<file path="src/rtl/kogge_stone_pipe_addsub_if.sv">
// Operand/result handshake bundle for kogge_stone_pipe_addsub.
// The SAT field exists only when KS_SAT_EN is defined.
interface kogge_stone_pipe_addsub_if #(
    parameter int WIDTH = 16
);
    logic             IN_VALID;
    logic             IN_READY;
    logic [WIDTH-1:0] A;
    logic [WIDTH-1:0] B;
    logic             CIN;
    logic             SUB;
`ifdef KS_SAT_EN
    logic             SAT;
`endif
    logic             OUT_VALID;
    logic             OUT_READY;
    logic [WIDTH-1:0] Y;
    logic             COUT;
    logic             OVF;

`ifdef KS_SAT_EN
    modport master (
        output IN_VALID, A, B, CIN, SUB, SAT, OUT_READY,
        input  IN_READY, OUT_VALID, Y, COUT, OVF
    );
    modport slave (
        input  IN_VALID, A, B, CIN, SUB, SAT, OUT_READY,
        output IN_READY, OUT_VALID, Y, COUT, OVF
    );
`else
    modport master (
        output IN_VALID, A, B, CIN, SUB, OUT_READY,
        input  IN_READY, OUT_VALID, Y, COUT, OVF
    );
    modport slave (
        input  IN_VALID, A, B, CIN, SUB, OUT_READY,
        output IN_READY, OUT_VALID, Y, COUT, OVF
    );
`endif
endinterface

</file>
<file path="src/rtl/kogge_stone_pipe_addsub.sv">
// Pipelined Kogge-Stone add/sub with global-stall valid/ready flow control.
// Define KS_SAT_EN to add the SAT input and signed saturation of Y on overflow.
module kogge_stone_pipe_addsub #(
    parameter int WIDTH     = 16,
    parameter int REG_EVERY = 1
) (
    input logic                      CLK,
    input logic                      RST,
    kogge_stone_pipe_addsub_if.slave bus
);
    localparam int NLEV = $clog2(WIDTH);

    // Side-band that travels with every beat: original P is needed for the final XOR.
    typedef struct packed {
        logic             valid;
        logic             cin;
`ifdef KS_SAT_EN
        logic             sat;
`endif
        logic [WIDTH-1:0] p0;
    } side_t;

    logic en;
    logic out_valid_q;

    assign en           = !out_valid_q || bus.OUT_READY;
    assign bus.IN_READY = en;

    // Stage 0: operand conditioning and initial generate/propagate.
    logic [WIDTH-1:0] b_eff;
    logic [WIDTH-1:0] g0_d, g0_q;
    side_t            s0_d, s0_q;

    // NOTE: every variable gets a default at the top of always_comb so no latch is inferred.
    always_comb begin
        b_eff      = bus.B ^ {WIDTH{bus.SUB}};
        g0_d       = bus.A & b_eff;
        s0_d       = '0;
        s0_d.valid = bus.IN_VALID;
        s0_d.cin   = bus.CIN ^ bus.SUB;
        s0_d.p0    = bus.A ^ b_eff;
`ifdef KS_SAT_EN
        s0_d.sat   = bus.SAT;
`endif
    end

    // NOTE: data registers are reset as well, so Y/COUT/OVF read 0 straight out of reset.
    always_ff @(posedge CLK or posedge RST) begin
        if (RST) begin
            g0_q <= '0;
            s0_q <= '0;
        end else if (en) begin
            // NOTE: non-blocking so every stage samples its neighbour's pre-edge value.
            g0_q <= g0_d;
            s0_q <= s0_d;
        end
    end

    for (genvar k = 1; k <= NLEV; k++) begin : lvl
        localparam int D        = 1 << (k - 1);
        localparam bit REG_HERE = ((k % REG_EVERY) == 0) || (k == NLEV);

        logic [WIDTH-1:0] g_i, p_i, g_d, p_d, g_o, p_o;
        side_t            side_i, side_o;

        if (k == 1) begin : src
            assign g_i    = g0_q;
            assign p_i    = s0_q.p0;
            assign side_i = s0_q;
        end else begin : src
            assign g_i    = lvl[k-1].g_o;
            assign p_i    = lvl[k-1].p_o;
            assign side_i = lvl[k-1].side_o;
        end

        always_comb begin
            g_d = g_i;
            p_d = p_i;
            for (int i = D; i < WIDTH; i++) begin
                g_d[i] = g_i[i] | (p_i[i] & g_i[i-D]);
                p_d[i] = p_i[i] & p_i[i-D];
            end
        end

        if (REG_HERE) begin : stg
            logic [WIDTH-1:0] g_q, p_q;
            side_t            side_q;

            always_ff @(posedge CLK or posedge RST) begin
                if (RST) begin
                    g_q    <= '0;
                    p_q    <= '0;
                    side_q <= '0;
                end else if (en) begin
                    g_q    <= g_d;
                    p_q    <= p_d;
                    side_q <= side_i;
                end
            end

            assign g_o    = g_q;
            assign p_o    = p_q;
            assign side_o = side_q;
        end else begin : stg
            assign g_o    = g_d;
            assign p_o    = p_d;
            assign side_o = side_i;
        end
    end

    // Output stage: carries from the prefix tree, then sum, flags and saturation.
    logic [WIDTH-1:0] gf, pf;
    side_t            sf;
    logic [WIDTH:0]   c;
    logic [WIDTH-1:0] y_d, y_q;
    logic             cout_d, cout_q;
    logic             ovf_d, ovf_q;
    logic             out_valid_d;

    assign gf = lvl[NLEV].g_o;
    assign pf = lvl[NLEV].p_o;
    assign sf = lvl[NLEV].side_o;

    always_comb begin
        c    = '0;
        c[0] = sf.cin;
        for (int i = 1; i <= WIDTH; i++) begin
            c[i] = gf[i-1] | (pf[i-1] & sf.cin);
        end
        y_d         = sf.p0 ^ c[WIDTH-1:0];
        cout_d      = c[WIDTH];
        ovf_d       = c[WIDTH] ^ c[WIDTH-1];
        out_valid_d = sf.valid;
`ifdef KS_SAT_EN
        // On overflow both operands share a sign bit, which is exactly the carry-out.
        if (sf.sat && ovf_d) begin
            y_d = cout_d ? {1'b1, {(WIDTH-1){1'b0}}} : {1'b0, {(WIDTH-1){1'b1}}};
        end
`endif
    end

    always_ff @(posedge CLK or posedge RST) begin
        if (RST) begin
            y_q         <= '0;
            cout_q      <= 1'b0;
            ovf_q       <= 1'b0;
            out_valid_q <= 1'b0;
        end else if (en) begin
            y_q         <= y_d;
            cout_q      <= cout_d;
            ovf_q       <= ovf_d;
            out_valid_q <= out_valid_d;
        end
    end

    assign bus.OUT_VALID = out_valid_q;
    assign bus.Y         = y_q;
    assign bus.COUT      = cout_q;
    assign bus.OVF       = ovf_q;
endmodule

</file>
<file path="src/flat_wrapper.sv">
// flat-port wrapper written by rule: the top's interface ports become plain ports
module kogge_stone_pipe_addsub_flat 
#(
    parameter int WIDTH     = 16,
    parameter int REG_EVERY = 1
)
  (CLK, RST, bus_IN_VALID, bus_A, bus_B, bus_CIN, bus_SUB, bus_OUT_READY, bus_IN_READY, bus_OUT_VALID, bus_Y, bus_COUT, bus_OVF);
  kogge_stone_pipe_addsub_if #(.WIDTH(WIDTH)) bus_i ();
  input logic CLK;
  input logic RST;
  input wire logic [$bits(bus_i.IN_VALID)-1:0] bus_IN_VALID;
  input wire logic [$bits(bus_i.A)-1:0] bus_A;
  input wire logic [$bits(bus_i.B)-1:0] bus_B;
  input wire logic [$bits(bus_i.CIN)-1:0] bus_CIN;
  input wire logic [$bits(bus_i.SUB)-1:0] bus_SUB;
  input wire logic [$bits(bus_i.OUT_READY)-1:0] bus_OUT_READY;
  output wire logic [$bits(bus_i.IN_READY)-1:0] bus_IN_READY;
  output wire logic [$bits(bus_i.OUT_VALID)-1:0] bus_OUT_VALID;
  output wire logic [$bits(bus_i.Y)-1:0] bus_Y;
  output wire logic [$bits(bus_i.COUT)-1:0] bus_COUT;
  output wire logic [$bits(bus_i.OVF)-1:0] bus_OVF;
  assign bus_i.IN_VALID = bus_IN_VALID;
  assign bus_i.A = bus_A;
  assign bus_i.B = bus_B;
  assign bus_i.CIN = bus_CIN;
  assign bus_i.SUB = bus_SUB;
  assign bus_i.OUT_READY = bus_OUT_READY;
  assign bus_IN_READY = bus_i.IN_READY;
  assign bus_OUT_VALID = bus_i.OUT_VALID;
  assign bus_Y = bus_i.Y;
  assign bus_COUT = bus_i.COUT;
  assign bus_OVF = bus_i.OVF;
  kogge_stone_pipe_addsub #(.WIDTH(WIDTH), .REG_EVERY(REG_EVERY)) u_core (.CLK(CLK), .RST(RST), .bus(bus_i));
endmodule
</file>
<file path="config.mk">
export PLATFORM = sky130hd
export DESIGN_NAME = kogge_stone_pipe_addsub_flat
export DESIGN_NICKNAME = d
export VERILOG_FILES = /design/src/rtl/kogge_stone_pipe_addsub_if.sv /design/src/rtl/kogge_stone_pipe_addsub.sv /design/src/flat_wrapper.sv
export SDC_FILE = /design/constraint.sdc
export NUM_CORES = 1
export LEC_CHECK = 0
export ABC_AREA = 1
export CAP_MARGIN = 20
export CELL_PAD_IN_SITES_DETAIL_PLACEMENT = 1
export CELL_PAD_IN_SITES_GLOBAL_PLACEMENT = 1
export CORE_AREA = 2 2 147 163
export DETAILED_ROUTE_END_ITERATION = 10
export DIE_AREA = 0 0 149 165
export GPL_ROUTABILITY_DRIVEN = 0
export GPL_TIMING_DRIVEN = 0
export PLACE_DENSITY = 0.78
export SKIP_LAST_GASP = 1
export SLEW_MARGIN = 20
export SYNTH_ARGS = -nofsm -noshare
export SYNTH_HDL_FRONTEND = slang
export SYNTH_SLANG_ARGS = --single-unit
</file>
<file path="constraint.sdc">
create_clock -name CLK -period 9.3 [get_ports CLK]
set_input_delay 1.86 -clock CLK [delete_from_list [all_inputs] [get_ports CLK]]
set_output_delay 1.86 -clock CLK [all_outputs]
set_load 0.005 [all_outputs]
</file>
# Word-level counts from Yosys, hierarchy flattened
# Index checks and enable logic that the tools add are counted.
# word_totals
wordCells,215
inputBits,38
output_inout_bits,20
reg_bits,253
# op_classes
n_reduce_logical,2
bitwise,185
# op_table
op,n
bitwise AND 1 bit,114
bitwise OR 1 bit,65
XOR 16 bit,3
bitwise AND 16 bit,1
XOR 1 bit,2
logical NOT 1 bit,1
logical OR 1 bit,1

# Logic depth before layout (Yosys ltp)
# Gate-level depths: netlist of run 1.
# logic_depth
ltp_word,3
mapped_depth,7
mapped_depth_nobuf,6

# Worst setup path after synthesis of run 1
# Ideal clock, no wire load.
# synth_path
path_type,input to output
startpoint,input port bus_OUT_READY
endpoint,output port bus_IN_READY
t_arrival_ns,2.324
path_stages,4
n_path_buf,2
setup_slack_ns,5.116
t_required_ns,7.440
cell_sequence,inv_1 -> nand2_1 -> buf_2 -> buf_2
# synth_between
elab_chain_cells,1
# synth_rtl
item,line_no,text
from (decl),flat_wrapper.sv:16,input wire logic [$bits(bus_i.OUT_READY)-1:0] bus_OUT_READY;
logical OR 1 bit,kogge_stone_pipe_addsub.sv:26,assign en = !out_valid_q || bus.OUT_READY;
to (decl),flat_wrapper.sv:17,output wire logic [$bits(bus_i.IN_READY)-1:0] bus_IN_READY;
# Every way passes these cells.

# Final worst setup path of run 1
# Same ends and word-level chain as after synthesis.

==> results of run 1 <==
Yosys cell counts (all sizes together):
master and count:
a21oi 50, buf 45, clkbuf 10, dfrtp 249, ha 17, inv 74, nand2 456, nand3 49
nor2 2, o21ai 145, o22ai 4, o31ai 1, xnor2 1, xor2 16
through the flow:
step	TNS (ns)	util	power [mW]
finish	0	0.528	3.93
global route	0	0.528	4.20
CTS	0	0.528	3.96
detailed placement	0	0.490	2.87
global placement	-658.39	0.487	2.81
floorplan	0	-	2.38
logic make-up after synthesis:
family                     Yosys count
AOI/OAI and AO/OA                  200
buffers and inverters              129
adders and majority gates           17
DFF                                249
and+or+nand+nor                    507
xor gates and xnor gates            17
power by group through the flow:
stage          Sequential [mW]  Combinational (mW)  Clock [mW]
6_report                  1.79                1.08        1.05
2_1_floorplan             1.70               0.674           0
4_1_cts                   1.79                1.10        1.07
3_3_place_gp              1.78                1.03           0
3_5_place_dp              1.79                1.08           0
5_1_grt                   1.84                1.24        1.12
state kept, by name, summed over array words and instances (netlist names):
signal,cells
u_core.lvl.p_o,60
u_core.c,1
u_core.lvl.p_i,16
u_core.out_valid_d,1
u_core.bus.COUT,1
u_core.bus.OVF,1
u_core.lvl.g_o,48
u_core.g0_q,16
u_core.gf,16
u_core.lvl.side_i,2
u_core.lvl.side_o,70
u_core.bus.OUT_VALID,1
u_core.bus.Y,16
critical path: stages:
cell and delay, ns:
clkdlybuf4s50_1 0.53, inv_1 0.06, nand2_1 0.13, buf_2 0.31, buf_2 0.27, clkdlybuf4s50_1 0.53
final cells by class:
| class | instances | share of cell area |
|---|---|---|
| Buffer | 55 | 0.0257 |
| Clock buffer | 40 | 0.0653 |
| Clock inverter | 6 | 0.00666 |
| Inverter | 74 | 0.0237 |
| Multi-Input combinational cell | 741 | 0.278 |
| Sequential cell | 249 | 0.518 |
| Tap cell | 300 | 0.0312 |
| Timing Repair Buffer | 58 | 0.0512 |
how the worst max path moves through the flow:
stage	end	cells after the start
2_1_floorplan	u_core.bus.COUT	1
3_3_place_gp	u_core.lvl[1].side_o[6]	2
3_5_place_dp	bus_IN_READY	6
4_1_cts	bus_IN_READY	6
5_1_grt	bus_IN_READY	6
6_report	bus_IN_READY	6
routing by layer:
metal | up-vias | wire [µm]
met4 | 0 | 991
li1 | 3720 | -
met2 | 153 | 14800
met5 | - | 0
met3 | 56 | 978
met1 | 3987 | 12100
placed cells by master (no fill, tap or decap):
cell type and n:
o21ai_0 138, o22ai_1 4, clkdlybuf4s50_1 56, buf_16 2, a21oi_1 50, clkinv_2 4
clkbuf_8 6, dfrtp_1 249, inv_1 72, clkbuf_1 17, clkbuf_16 27, xor2_1 16
inv_8 1, o21ai_1 7, nand2_1 456, buf_2 28, buf_4 16, bufinv_16 2
nand3_1 49, inv_2 1, nor2_1 1, buf_6 1, ha_1 17, o31ai_1 1
xnor2_1 1, nor2_4 1
==> flow_summary_export.csv, run 1 <==
group,metric,value,unit
outcome,status,"finished, final reports clean",
detailed_routing,first_pass_iters,4,
cts,holdBufCountCts,0,
layout,stdcell_count,1523,
place,hpwl,19900,µm
min_path,hold_path_end,"u_core.bus.OUT_VALID",
worst_setup_path,cp-startpoint,"bus_OUT_READY",
layout,n_fill_cell,2660,
detailed_routing,drc,0,
cts,clk_latency,0.54,ns
yosys,ys_seq_area_frac,0.613,
place,io_buffers,56,
min_path,worstHoldPathType,"reg -> reg",
cts,clock_path_buffers,3,
yosys,ys_types,19,
sta,max_freq,0.180,GHz
grt,use_met1,0.313,
grt,grt_max_degree,100,
die,start_util,0.446,
die,core-area,0.0228,mm²
place,place_inst,1477,
sta,setup_viol,0,
worst_setup_path,crit_type,"in -> out",
detailed_routing,drt-initial-drc-count,413,
layout,n_antenna_cell,0,
yosys,ys_warn_count,0,
sta,holdWs,0.461,ns
yosys,synth_area,0.0102,mm²
worst_setup_path,critPathArrivalTime,3.70,ns
worst_setup_path,rrSetupSlack,7.62,ns
cts,cts_resized,0,
layout,multi_input_area,0.00334,mm²
detailed_routing,vias,7916,
layout,regArea,0.00623,mm²
cts,cts_tree,"done",
die,ios,58,
sta,tightest_slew,0.758,ns
detailed_routing,avgViaCountPerCell,5.20,
grt,use_met3,0.0257,
worst_setup_path,cp_data_required_time,7.44,ns
die,placementRows,58,
yosys,synth_compound_area_frac,0.0993,
cts,cts_htree_levels,1,
yosys,ys_ff_latch,249,
layout,stdcell_area,0.0120,mm²
sta,rsz0062_at_grt,"no",
die,die_h,165,µm
sta,drv_slew,0,
worst_setup_path,critPathMaxFanout,10,
power,pwr-share-seq,0.456,
grt,grtUsageTotal,0.250,
place,post_dp_cell_area,0.0112,mm²
sta,fin_worst_skew,0.0220,ns
power,p_per_area,327,mW/mm²
detailed_routing,drt.antenna.violating_nets,0,
place,pre_cts_ws,3.72,ns
min_path,worstHoldStart,"u_core.out_valid_d",
detailed_routing,totalWireLength,28800,µm
yosys,yosys-top-cells-area,"dfrtp_1 (61%), nand2_1 (17%), o21ai_0 (6.8%)",
yosys,postSynthCellCount,1119,
power,power_leakage,5.95,nW
grt,overflow,0,
power,switching_share,0.357,
cts,numCtsBuffers,26,
power,ir_drop,0.132,mV
detailed_routing,routedWlPerCell,18.9,µm
cts,clock_sinks,249,
sta,period_share,0.598,
flow_run,drv_cap,0,
power,switchingPower,1.40,mW
sta,period_needed,5.56,ns
power,p_clk_frac,0.268,
power,p_int,2.53,mW
yosys,syn_nets,1174,
layout,syn_to_final_growth,18.3,%
sta,finalHoldViolations,0,
grt,grt_pass1_wl,47200,µm
yosys,muxShareOfSynthArea,0,
cts,post_cts_buffers,0,
sta,maxSlewHeadroom,0.495,
power,power_frac_comb,0.276,
yosys,synth_fa_ha_area_frac,0.0209,
worst_setup_path,critPathLaunchType,"input port",
layout,fin_nets,1260,
grt,grt_pass1_vias,8815,
die,die_w,149,µm
cts,cts.reportedPaths.clkPinSlew,0.06,ns
worst_setup_path,r2r_cells,5,
grt,grt_use_met2,0.449,
min_path,whs_path_depth,2,
worst_setup_path,cp-end-kind,"output port",
worst_setup_path,crit-reg2reg-launch,"u_core.bus.OUT_VALID",
die,die-area,0.0246,mm²
yosys,synth_top_area_share,0.613,
layout,drive_above_1_share,0.0728,
grt,grt_antenna_before_repair,0,
sta,layout_setup_ws,3.74,ns
grt,grt.busiest_layer,"met2",
yosys,synthXorXnorAreaFrac,0.0147,
yosys,yosys.area_share.simple,0.194,
yosys,synth_top_area_cell,"dfrtp_1",
yosys,synth_top_family_by_area,"simple AND/OR/NAND/NOR gates",
cts,clock-root-buffer,"clkbuf_16",
yosys,syn_avg_cell_area,9.08,µm²
worst_setup_path,timing.rr.end,"u_core.lvl[3].side_o[11]",
Note: power is estimated with default switching activity, not from simulation.
==> inputs of run 2 (changes only) <==
==> constraint.sdc (replaced) <==
create_clock -name CLK -period 5.4 [get_ports CLK]
set_input_delay 1.08 -clock CLK [delete_from_list [all_inputs] [get_ports CLK]]
set_output_delay 1.08 -clock CLK [all_outputs]
set_load 0.005 [all_outputs]
==> run 2 against run 1 <==
Sequential share of layout area fell by 0.55 points; combinational power rose by 74%; register-to-register slack got worse by 3.8 ns; utilization increased by 0.57 points; routed wire length grew 0.56%; critical path depth unchanged; count of clock-buffer cells in the layout shrank 1; sequential power up 73%; largest cell class unchanged; largest power group unchanged.
==> flow_summary_export.csv, run 2 (synthesis results as in run 1) <==
group,metric,value,unit
detailed_routing,drc,0,
cts,holdBufCountCts,0,
grt,grt_max_degree,35,
worst_setup_path,r2r_cells,4,
sta,setup_viol,0,
detailed_routing,first_pass_iters,5,
worst_setup_path,cp-end-kind,"output port",
layout,n_antenna_cell,0,
place,hpwl,20800,µm
detailed_routing,avgViaCountPerCell,5.20,
grt,grt_pass1_wl,47800,µm
layout,layout_common_cells,"nand2_1 (456), dfrtp_1 (249), o21ai_0 (138)",
power,power_frac_comb,0.276,
grt,use_met3,0.0260,
sta,max_freq,0.247,GHz
sta,period_share,0.750,
die,die_h,165,µm
worst_setup_path,crit_path_max_incr_delay,0.54,ns
cts,numCtsBuffers,26,
cts,cts.reportedPaths.clkPinSlew,0.06,ns
power,pwr-share-seq,0.454,
power,p_clk_frac,0.270,
cts,clock_path_buffers,3,
layout,syn_to_final_growth,19.6,%
die,die-area,0.0246,mm²
power,p_int,4.39,mW
sta,period_needed,4.05,ns
sta,holdWs,0.470,ns
layout,fin_util,0.533,
sta,drv_slew,0,
die,start_util,0.446,
worst_setup_path,critPathArrivalTime,2.97,ns
worst_setup_path,critPathLaunchType,"input port",
worst_setup_path,cpMaxStageDelayCell,"clkdlybuf4s50_1",
die,core-area,0.0228,mm²
die,ios,58,
min_path,whs_path_depth,2,
worst_setup_path,critical_path_buf_inv_count,5,
detailed_routing,routedWlPerCell,19.0,µm
sta,rsz0062_at_grt,"no",
cts,post_cts_buffers,0,
detailed_routing,drt.antenna.violating_nets,0,
layout,layout_commonest_cell,"nand2_1",
grt,grtUsageTotal,0.251,
sta,tightest_slew,0.717,ns
worst_setup_path,cp.depth,6,
power,switchingPower,2.41,mW
detailed_routing,vias,7944,
layout,largest_reg_flops,70,
cts,clk_latency,0.53,ns
worst_setup_path,critical_path.cell_chain,"clkdlybuf4s50_1 -> inv_1 -> nand2_1 -> buf_2 -> buf_2 -> clkdlybuf4s50_1",
min_path,worstHoldPathType,"reg -> reg",
worst_setup_path,critPathMaxFanout,10,
cts,cts_tree,"done",
power,p_per_area,560,mW/mm²
outcome,status,"finished, final reports clean",
power,power_leakage,6.01,nW
grt,grt_antenna_before_repair,0,
place,io_buffers,56,
cts,clock-root-buffer,"clkbuf_16",
detailed_routing,totalWireLength,29000,µm
worst_setup_path,crit_family,"buffers and inverters",
sta,fin_worst_skew,0.00715,ns
layout,regArea,0.00623,mm²
power,ir_drop,0.244,mV
worst_setup_path,crit_type,"in -> out",
power,switching_share,0.355,
sta,maxSlewHeadroom,0.522,
layout,drive_above_1_share,0.0791,
layout,n_fill_cell,2650,
layout,stdcell_count,1527,
sta,finalHoldViolations,0,
layout,fin_nets,1266,
cts,cts_htree_levels,1,
die,die_w,149,µm
grt,use_met1,0.314,
cts,cts_resized,0,
die,placementRows,58,
cts,clock_sinks,249,
flow_run,drv_cap,0,
place,place_inst,1483,
layout,multi_input_area,0.00334,mm²
worst_setup_path,cp_data_required_time,4.32,ns
detailed_routing,drt-initial-drc-count,425,
grt,grt_pass1_vias,8843,
grt,grt_use_met2,0.451,
grt,overflow,0,
grt,grt.busiest_layer,"met2",
[run 2: cell types whose count changed in the layout (fill, tap and decap cells not counted)]
cell	before	now
buf_16	2	1
clkinv_2	4	3
clkbuf_8	6	9
inv_8	1	0
clkinvlp_4	0	1
buf_12	0	7
clkbuf_1	17	13
[run 2: per-layer routing]
layer | vias up | routed length [µm]
li1 | 3749 | -
met3 | 54 | 914
met5 | - | 0
met4 | 0 | 1040
met2 | 161 | 14900
met1 | 3980 | 12200
[run 2: cell type report]
cell class	instances	share of cell area
plain buffers	55	0.0254
clock buffers	39	0.0667
clock inverters	5	0.00618
inverters	74	0.0232
multi-input cells	741	0.275
flip-flops and latches	249	0.513
well taps	300	0.0309
repair buffers	64	0.0599
[run 2: path summary, 6_finish.rpt]
path	start	slack, ns	to
max	bus_OUT_READY	1.35	bus_IN_READY
min	u_core.out_valid_d	0.47	u_core.bus.OUT_VALID
max reg2reg	u_core.bus.OUT_VALID	3.78	u_core.gf[14]
min reg2reg	u_core.out_valid_d	0.47	u_core.bus.OUT_VALID
max in group asynchronous	RST	3.58	u_core.lvl[1].g_o[4]
min in group asynchronous	RST	0.89	u_core.bus.COUT
[run 2: worst reg2reg max path, delay by kind of cell, from the launching register on]
kind	cells	cell delay, ns
AND/OR/NAND/NOR	1	0.18
AO/OA/AOI/OAI	1	0.25
buffers and inverters	2	0.64
flip-flops	1	0.39
[run 2: power groups by stage]
stage               Clock (mW)  Combinational, mW  Sequential [mW]
floorplan                    0               1.16             2.93
CTS                       1.86               1.91             3.08
finish                    1.84               1.88             3.09
detailed placement           0               1.87             3.10
global route              1.94               2.16             3.17
global placement             0               1.76             3.07
[run 2: stage by stage]
step	TNS [ns]	total power [mW]	instance area (µm²)	setup WS, ns
finish	0	6.81	12200	1.35
global placement	-193.87	4.83	11100	-0.801
CTS	0	6.86	12200	1.34
floorplan	0	4.09	10200	1.05
detailed placement	0	4.97	11300	1.37
global route	0	7.27	12200	1.27
